<file path="src/rtl/mips_cpu_bus_arbiter.sv">
`default_nettype none
// ============================================================================
// Module      : mips_cpu_bus_arbiter
// Description : Round-robin arbiter sharing one Avalon-MM master between the
//               instruction-fetch port and the load/store port.
// Revision    : 1.0 - initial release
// ============================================================================

module mips_cpu_bus_arbiter #(
  parameter int unsigned MAX_WAIT = 255
) (
  input  logic        clk,
  input  logic        reset,
  input  logic        i_req,
  input  logic [31:0] i_addr,
  output logic        i_ack,
  output logic [31:0] i_rdata,
  input  logic        d_read,
  input  logic        d_write,
  input  logic [31:0] d_addr,
  input  logic [31:0] d_wdata,
  input  logic [3:0]  d_byteenable,
  output logic        d_ack,
  output logic [31:0] d_rdata,
  output logic [31:0] address,
  output logic        read,
  output logic        write,
  output logic [31:0] writedata,
  output logic [3:0]  byteenable,
  input  logic        waitrequest,
  input  logic [31:0] readdata,
  output logic        busy,
  output logic        bus_error
);

  localparam logic [1:0] c_IDLE  = 2'd0;
  localparam logic [1:0] c_BUS   = 2'd1;
  localparam logic [1:0] c_RDATA = 2'd2;
  localparam logic [1:0] c_ACK   = 2'd3;

  localparam logic c_PORT_I = 1'b0;
  localparam logic c_PORT_D = 1'b1;

  localparam logic [7:0] c_STALL_LIMIT = 8'(MAX_WAIT);

  logic [1:0]  state_q, state_d;
  logic        last_grant_q, last_grant_d;
  logic        grant_q, grant_d;
  logic        wr_q, wr_d;
  logic [7:0]  stall_q, stall_d;
  logic [31:0] addr_q, addr_d;
  logic [31:0] wdata_q, wdata_d;
  logic [3:0]  be_q, be_d;
  logic [31:0] i_rdata_q, i_rdata_d;
  logic [31:0] d_rdata_q, d_rdata_d;
  logic        bus_error_q, bus_error_d;

  logic        w_d_req;
  logic        w_any_req;
  logic        w_pick;
  logic [7:0]  w_stall_inc;
  logic        w_abort;

  assign w_d_req   = d_read | d_write;
  assign w_any_req = i_req | w_d_req;

  // On a tie the port that did not win last time goes next.
  always_comb begin
    w_pick = c_PORT_I;
    if (i_req && w_d_req) begin
      w_pick = (last_grant_q == c_PORT_D) ? c_PORT_I : c_PORT_D;
    end else if (w_d_req) begin
      w_pick = c_PORT_D;
    end
  end

  assign w_stall_inc = (stall_q == 8'hFF) ? stall_q : stall_q + 8'd1;
  assign w_abort     = waitrequest && (w_stall_inc >= c_STALL_LIMIT);

  // --------------------------------------------------------------------------
  // State register
  // --------------------------------------------------------------------------
  always_ff @(posedge clk or negedge reset) begin
    if (!reset) begin
      state_q <= c_IDLE;
    end else begin
      state_q <= state_d;
    end
  end

  always_ff @(posedge clk or negedge reset) begin
    if (!reset) begin
      last_grant_q <= c_PORT_D;
      grant_q      <= c_PORT_I;
      wr_q         <= 1'b0;
      stall_q      <= 8'd0;
      addr_q       <= 32'd0;
      wdata_q      <= 32'd0;
      be_q         <= 4'd0;
      i_rdata_q    <= 32'd0;
      d_rdata_q    <= 32'd0;
      bus_error_q  <= 1'b0;
    end else begin
      last_grant_q <= last_grant_d;
      grant_q      <= grant_d;
      wr_q         <= wr_d;
      stall_q      <= stall_d;
      addr_q       <= addr_d;
      wdata_q      <= wdata_d;
      be_q         <= be_d;
      i_rdata_q    <= i_rdata_d;
      d_rdata_q    <= d_rdata_d;
      bus_error_q  <= bus_error_d;
    end
  end

  // --------------------------------------------------------------------------
  // Next-state logic
  // --------------------------------------------------------------------------
  always_comb begin
    state_d = state_q;
    case (state_q)
      c_IDLE: begin
        if (w_any_req) begin
          state_d = c_BUS;
        end
      end
      c_BUS: begin
        if (waitrequest) begin
          if (w_abort) begin
            state_d = c_ACK;
          end
        end else begin
          state_d = wr_q ? c_ACK : c_RDATA;
        end
      end
      c_RDATA: state_d = c_ACK;
      c_ACK:   state_d = c_IDLE;
      default: state_d = c_IDLE;
    endcase
  end

  always_comb begin
    last_grant_d = last_grant_q;
    grant_d      = grant_q;
    wr_d         = wr_q;
    stall_d      = stall_q;
    addr_d       = addr_q;
    wdata_d      = wdata_q;
    be_d         = be_q;
    i_rdata_d    = i_rdata_q;
    d_rdata_d    = d_rdata_q;
    bus_error_d  = bus_error_q;
    case (state_q)
      c_IDLE: begin
        if (w_any_req) begin
          grant_d      = w_pick;
          last_grant_d = w_pick;
          stall_d      = 8'd0;
          if (w_pick == c_PORT_D) begin
            wr_d    = d_write;
            addr_d  = d_addr;
            wdata_d = d_wdata;
            be_d    = d_byteenable;
          end else begin
            wr_d    = 1'b0;
            addr_d  = i_addr;
            be_d    = 4'hF;
          end
        end
      end
      c_BUS: begin
        if (waitrequest) begin
          stall_d = w_stall_inc;
          // Watchdog abort still completes the transaction with zero data.
          if (w_abort) begin
            bus_error_d = 1'b1;
            if (grant_q == c_PORT_D) begin
              d_rdata_d = 32'd0;
            end else begin
              i_rdata_d = 32'd0;
            end
          end
        end
      end
      c_RDATA: begin
        if (grant_q == c_PORT_D) begin
          d_rdata_d = readdata;
        end else begin
          i_rdata_d = readdata;
        end
      end
      default: begin
      end
    endcase
  end

  // --------------------------------------------------------------------------
  // Outputs
  // --------------------------------------------------------------------------
  always_comb begin
    read  = 1'b0;
    write = 1'b0;
    i_ack = 1'b0;
    d_ack = 1'b0;
    busy  = (state_q != c_IDLE);
    case (state_q)
      c_BUS: begin
        read  = ~wr_q;
        write = wr_q;
      end
      c_ACK: begin
        i_ack = (grant_q == c_PORT_I);
        d_ack = (grant_q == c_PORT_D);
      end
      default: begin
      end
    endcase
  end

  assign address    = addr_q;
  assign writedata  = wdata_q;
  assign byteenable = be_q;
  assign i_rdata    = i_rdata_q;
  assign d_rdata    = d_rdata_q;
  assign bus_error  = bus_error_q;

endmodule

`default_nettype wire

</file>
<file path="config.mk">
export PLATFORM = sky130hd
export DESIGN_NAME = mips_cpu_bus_arbiter
export DESIGN_NICKNAME = d
export VERILOG_FILES = /design/src/rtl/mips_cpu_bus_arbiter.sv
export SDC_FILE = /design/constraint.sdc
export NUM_CORES = 1
export LEC_CHECK = 0
export ABC_AREA = 1
export BUFFER_PORTS_ARGS = -buffer_cell sky130_fd_sc_hd__buf_2
export CORE_AREA = 2 2 117 119
export DETAILED_ROUTE_END_ITERATION = 10
export DIE_AREA = 0 0 119 121
export PLACE_DENSITY = 0.93
export SYNTH_ARGS = -nofsm -noshare
export SYNTH_HDL_FRONTEND = slang
export SYNTH_SLANG_ARGS = --single-unit
</file>
<file path="constraint.sdc">
create_clock -name clk -period 2.9 [get_ports clk]
set_input_delay 0.87 -clock clk [delete_from_list [all_inputs] [get_ports clk]]
set_output_delay 0.87 -clock clk [all_outputs]
set_load 0.01 [all_outputs]
</file>
Word-level counts from Yosys, hierarchy flattened
Cells that the tools add are included.
Storage, ports and cells
  input port bits: 138
  RAM bits: 0
  bits in latches: 0
  word-level logic and storage cells: 71
  memories kept: 0
  output and inout bits: 138
  register bits: 146
  ROM bits: 0
Operators by class
  bitwise gates (word level): 4
  multiplexer cells: 29
  add/sub/neg operators: 1
  multipliers: 0
  divide/modulo/power cells: 0
  order comparisons: 1
  equality and inequality tests: 12
  shifts and indexed selects: 0
  reduce and logical (&&, ||, !) cells: 13
Operators with widths (number)
  two-way mux 32 bit: 9
  case mux 32 bit (2 select lines): 2
  two-way mux 8 bit: 3
  case mux 8 bit (2 select lines): 1
  != test 2 bit (second input constant): 7
  AND reduction 5 bit: 2
  two-way mux 1 bit: 9
  AND reduction 3 bit: 3
  adder 8 x 1 -> 8 bit (second input constant): 1
  equality test 8 bit (second input constant): 1
  greater-or-equal comparator 8 bit (second input constant): 1
  case mux 2 bit (4 select lines): 1
  two-way mux 2 bit: 3
  nonzero test 2 bit: 3
  equality test 2 bit (second input constant): 2
  two-way mux 4 bit: 1
  AND reduction 2 bit: 2
  != test 3 bit (second input constant): 1
  equality test 2 x 1 -> 1 bit (second input constant): 1
  logical AND 1 bit: 2
  zero test 2 bit: 1
  inverter 1 bit: 2
  OR 1 bit: 2

Longest topological paths before layout
  depth after elaboration: 7
  depth in mapped cells: 14
  depth with buffers taken out: 13

Least setup slack after synthesis
No wires, ideal clock.
  kind: input-to-reg
  start: input d_read
  end: register wdata_q[14], in the netlist writedata[14]
  required time: 2.783 ns
  path buffers: 2
  stages on the path: 9
  setup slack: 0.729 ns
  data arrival time: 2.054 ns
  cells stage by stage: nor2_1 -> a21oi_1 -> inv_2 -> nor2_2 -> inv_2 -> clkbuf_1 -> buf_1 -> nand2_1 -> nand2_1
Between the ends
  cells in the longest elaborated chain, start to end: 4
  elaborated cells on any way between the ends: 6
  classes of those cells: 2 x mux; 2 x bitwise; 2 x reduce/logical
Ends and longest elaborated chain
  from (decl): line 18  | input logic d_read,
  OR 1 bit (*): line 64  | assign w_d_req = d_read | d_write;
  two-way mux 1 bit / logical AND 1 bit (equally long branches): line 72, 70
  two-way mux 1 bit: line 70  | if (i_req && w_d_req) begin
  AND reduction 3 bit (no line) (*)
  to (signal assigned): line 109  | wdata_q <= wdata_d;
  to (decl): line 52  | logic [31:0] wdata_q, wdata_d;
Mark *: on every way between the ends. The rest lies on a longest branch, timed or not.
A chain may end at the register's enable or synchronous reset.

Worst setup path in the final report
  start: register stall_q[1]
  end: register i_rdata_q[9], in the netlist i_rdata[9]
Between the ends
  cells in the longest elaborated chain, start to end: 6
  elaborated cells on any way between the ends: 7
  classes of those cells: 1 x add/sub; 1 x order compare; 2 x eq/ne; 1 x mux; 2 x reduce/logical
Ends and longest elaborated chain
  from (decl): line 50  | logic [7:0] stall_q, stall_d;
  from (signal assigned): line 107  | stall_q <= stall_d;
  adder 8 x 1 -> 8 bit / equality test 8 bit (equally long branches): line 77  | assign w_stall_inc = (stall_q == 8'hFF) ? stall_q : stall_q + 8'd1;
  two-way mux 8 bit (*): line 77
  greater-or-equal comparator 8 bit (*): line 78  | assign w_abort = waitrequest && (w_stall_inc >= c_STALL_LIMIT);
  logical AND 1 bit (*): line 78
  != test 2 bit (no line) (*)
  AND reduction 5 bit (no line) (*)
  to (signal assigned): line 111  | i_rdata_q <= i_rdata_d;
  to (decl): line 54  | logic [31:0] i_rdata_q, i_rdata_d;
Marked as above.

==> out/summary.txt <==
Ant diodes = 0
Area taken by multi-input logic gates = 2410 um^2
Placed cell areas = 8024 um^2
Clock buffer depth = 2
Crit Path Max Fanout = 39
DRC = 0
Die area = 14400 um^2
Max VDD drop = 0.0006262 V
Cell Area, Synth = 6479 um^2
Final Power = 9768 uW
Vias in the first global route = 5986
Comb pwr share = 0.424
Largest family of logic cells by synthesized area = simple AND/OR/NAND/NOR gates
Dpl hpwl = 12920 um
Fillers = 1091
Post-synthesis xor/xnor area fraction = 0.002704
Pin count of the biggest net entering global routing = 83
Die width = 119 um
Worst-Margin Slew = 0.6202 ns
Clock latency on the worst-skew pair = 0.41 ns
Vias = 6276
H-Tree Depth = 4
RR Startpoint = stall_q[1]$_DFFE_PN0P_
Average size of a mapped cell = 8.160 um^2
Min Hold Slack = 0.4547 ns
Register area share after synthesis = 0.5641
Area growth syn-to-layout = 32.41%
PwrDens = 1139 nW/um^2
Proportion of layout cells with a drive suffix above 1 = 0.3125
Tcrit/Tclk final = 0.8901
Post-synthesis compound-gate area fraction = 0.07455
Yosys cell types = 29
Worst hold path type = in2async
RSZ-0062 raised after global routing = no
Port Buffers = 275
Mux share of post-synthesis cell area = 0
Setup TNS Final = 0 ns
DIE HEIGHT = 121 um
Vias per inst = 5.029
Core area = 13090 um^2
Clock root cell = clkbuf_16
Gate Count Post-Synth = 794
Antenna violations before repair = 0
Cell Rows = 42
Outcome = finished clean
Cts bufs inserted = 17
Syn_nets = 937
Final count of hold timing violations = 0
Switching portion of total power = 0.4170
NetSw = 4073 uW
Critical path class = reg2reg
Post-CTS Hold Fix Bufs = 0
Yosys warnings = 0
RePlAce Congestion = 0.9337
Register area = 3655 um^2
Clk sinks = 146
Initial DRC count = 460
Leakage Power = 0.005085 uW
Skew final = 0.009160 ns
Io pins = 276
Internal power = 5695 uW
Post-CTS setup repair buffer count = 0
Cells resized by post-CTS repair = 0
Worst EP arrival = 2.93 ns
Fin area = 8578 um^2
First-pass GRT wire length = 28930 um
Global route total overflow = 0
Routed Antenna Nets = 0
Yosys reg bits = 146
Crit path launch type = flop
Worst setup EP type = flop
Initial core utilization = 0.4951
Avg WL per Cell = 14.40 um
Slew Limit Fails = 0
# setup viols final = 0
Post-Route WL = 17980 um
Post-Synth Adder-Cell Area = 0.009656
Simple-Gate Fraction of Synth Area = 0.2823
Max-Cap Viols = 0
1st-pass router iterations = 5
Data required time of the worst path = 3.24 ns
Final nets = 1202
Clk pwr share = 0.208
Fin crit period = 2.581 ns
Highest Clock Rate = 0.3874 GHz
Reg clk slew, reported paths = 0.06 ns
Critical path origin = stall_q[1]$_DFFE_PN0P_
GRT Total Usage = 0.2543
Seq pwr share = 0.368
Relative slew slack = 0.5859
CTS tree = yes
-- logic make-up after synthesis --
logic type,count (synthesis)
buffers and inverters,99
and+or+nand+nor,453
xor gates and xnor gates,2
DFF,146
AOI/OAI and AO/OA,89
adders and majority gates,5
-- layout make-up --
type | instances | share of cell area
Clock buffer | 20 | 0.05207
Clock inverter | 12 | 0.01254
Inverter | 55 | 0.02407
Multi-Input combinational cell | 549 | 0.2809
Sequential cell | 146 | 0.4261
Tap cell | 176 | 0.02567
Timing Repair Buffer | 290 | 0.1787
-- layer usage --
| metal | vias up | global-route usage | routed length (um) |
|---|---|---|---|
| met5 | - | 0 | 0 |
| met4 | 0 | 0.1071 | 541 |
| met3 | 49 | 0.06767 | 1507 |
| met2 | 311 | 0.4246 | 8783 |
| met1 | 2886 | 0.3136 | 7144 |
| li1 | 3030 | - | - |
-- final timing paths --
path | end | slack (ns) | depth (start not counted)
worst max-delay path | i_rdata[9]$_DFFE_PN0P_ | 0.32 | 14
worst min-delay path | d_rdata[12]$_DFFE_PN0P_ | 0.45 | 2
worst max register to register | i_rdata[9]$_DFFE_PN0P_ | 0.32 | 14
worst min register to register | d_rdata[14]$_DFFE_PN0P_ | 0.46 | 2
max in group asynchronous | writedata[1]$_DFFE_PN0P_ | 2.07 | 2
min in group clk | d_rdata[14]$_DFFE_PN0P_ | 0.46 | 2
-- Yosys cell counts --
cell	number	area [um^2]
inv_2	2	7.510
nand2_2	2	12.51
xnor2_1	1	8.760
buf_1	1	3.750
inv_1	51	191.4
nand4_2	1	12.51
clkbuf_1	30	112.6
nand4_1	2	12.51
o21ai_2	1	8.760
nor2_1	41	153.9
dfrtp_1	145	3628
nand3_1	78	390.4
o21ai_0	73	365.4
buf_2	6	30.03
a22o_1	1	8.760
o21ai_1	1	5.000
buf_6	7	78.83
o21bai_1	1	7.510
a22oi_1	1	7.510
ha_1	5	62.56
clkinv_1	2	7.510
nor2_2	2	12.51
xor2_1	1	8.760
o22a_1	4	35.03
a21oi_1	5	25.02
nor2_4	1	11.26
dfstp_2	1	26.28
nand2_1	326	1224
a32o_1	2	20.02
-- per-stage QoR --
stage            util  setup slack (ns)  instances
4_1_cts        0.6556            0.3867       1248
6_report       0.6556            0.3187       1248
3_5_place_dp   0.6132            0.3856       1216
3_3_place_gp   0.6132            0.5666       1216
5_1_grt        0.6556           0.08608       1248
2_1_floorplan       -            0.7293        794
-- flip-flops by register name, indices dropped and copies added (netlist names) --
name	count
writedata	32
wr_q	1
state_q	2
i_rdata	32
d_rdata	32
byteenable	4
stall_q	8
grant_q	1
last_grant_q	1
bus_error	1
address	32
-- worst max-delay path: stages, from the launching register on --
cell and delay (ns):
dfrtp_1 0.42, ha_1 0.24, nand2_2 0.10, inv_1 0.08, nand3_1 0.13, nand2_1 0.07, nand2_1 0.08, nand2_1 0.06
nor2_1 0.16, nand3_1 0.17, nand2_2 0.11, buf_4 0.27, buf_4 0.39, nand3_1 0.13, nand2_1 0.09
-- power groups by stage --
stage / combinational (uW) / clock [uW] / sequential [uW]
3_3_place_gp: 4050 / 0 / 3570
3_5_place_dp: 4170 / 0 / 3600
6_report: 4140 / 2030 / 3590
4_1_cts: 4170 / 2070 / 3580
2_1_floorplan: 2070 / 0 / 3970
5_1_grt: 4630 / 2180 / 3690
-- cells in the final DEF (no fill, tap or decap) --
cell type	n
a21oi_1	1
a21oi_2	4
a22o_1	1
a22oi_1	1
a32o_1	2
buf_12	3
buf_2	274
buf_4	12
buf_6	1
bufinv_16	1
clkbuf_1	2
clkbuf_16	17
clkbuf_8	1
clkinv_1	2
clkinv_2	4
clkinv_4	2
clkinvlp_4	3
dfrtp_1	145
dfstp_2	1
ha_1	5
inv_1	51
inv_2	2
inv_6	2
nand2_1	325
nand2_2	3
nand3_1	78
nand4_1	2
nand4_2	1
nor2_1	41
nor2_2	2
nor2_4	1
o21ai_0	73
o21ai_1	1
o21ai_2	1
o21bai_1	1
o22a_1	4
xnor2_1	1
xor2_1	1
Note: power is estimated with default switching activity, not from simulation.
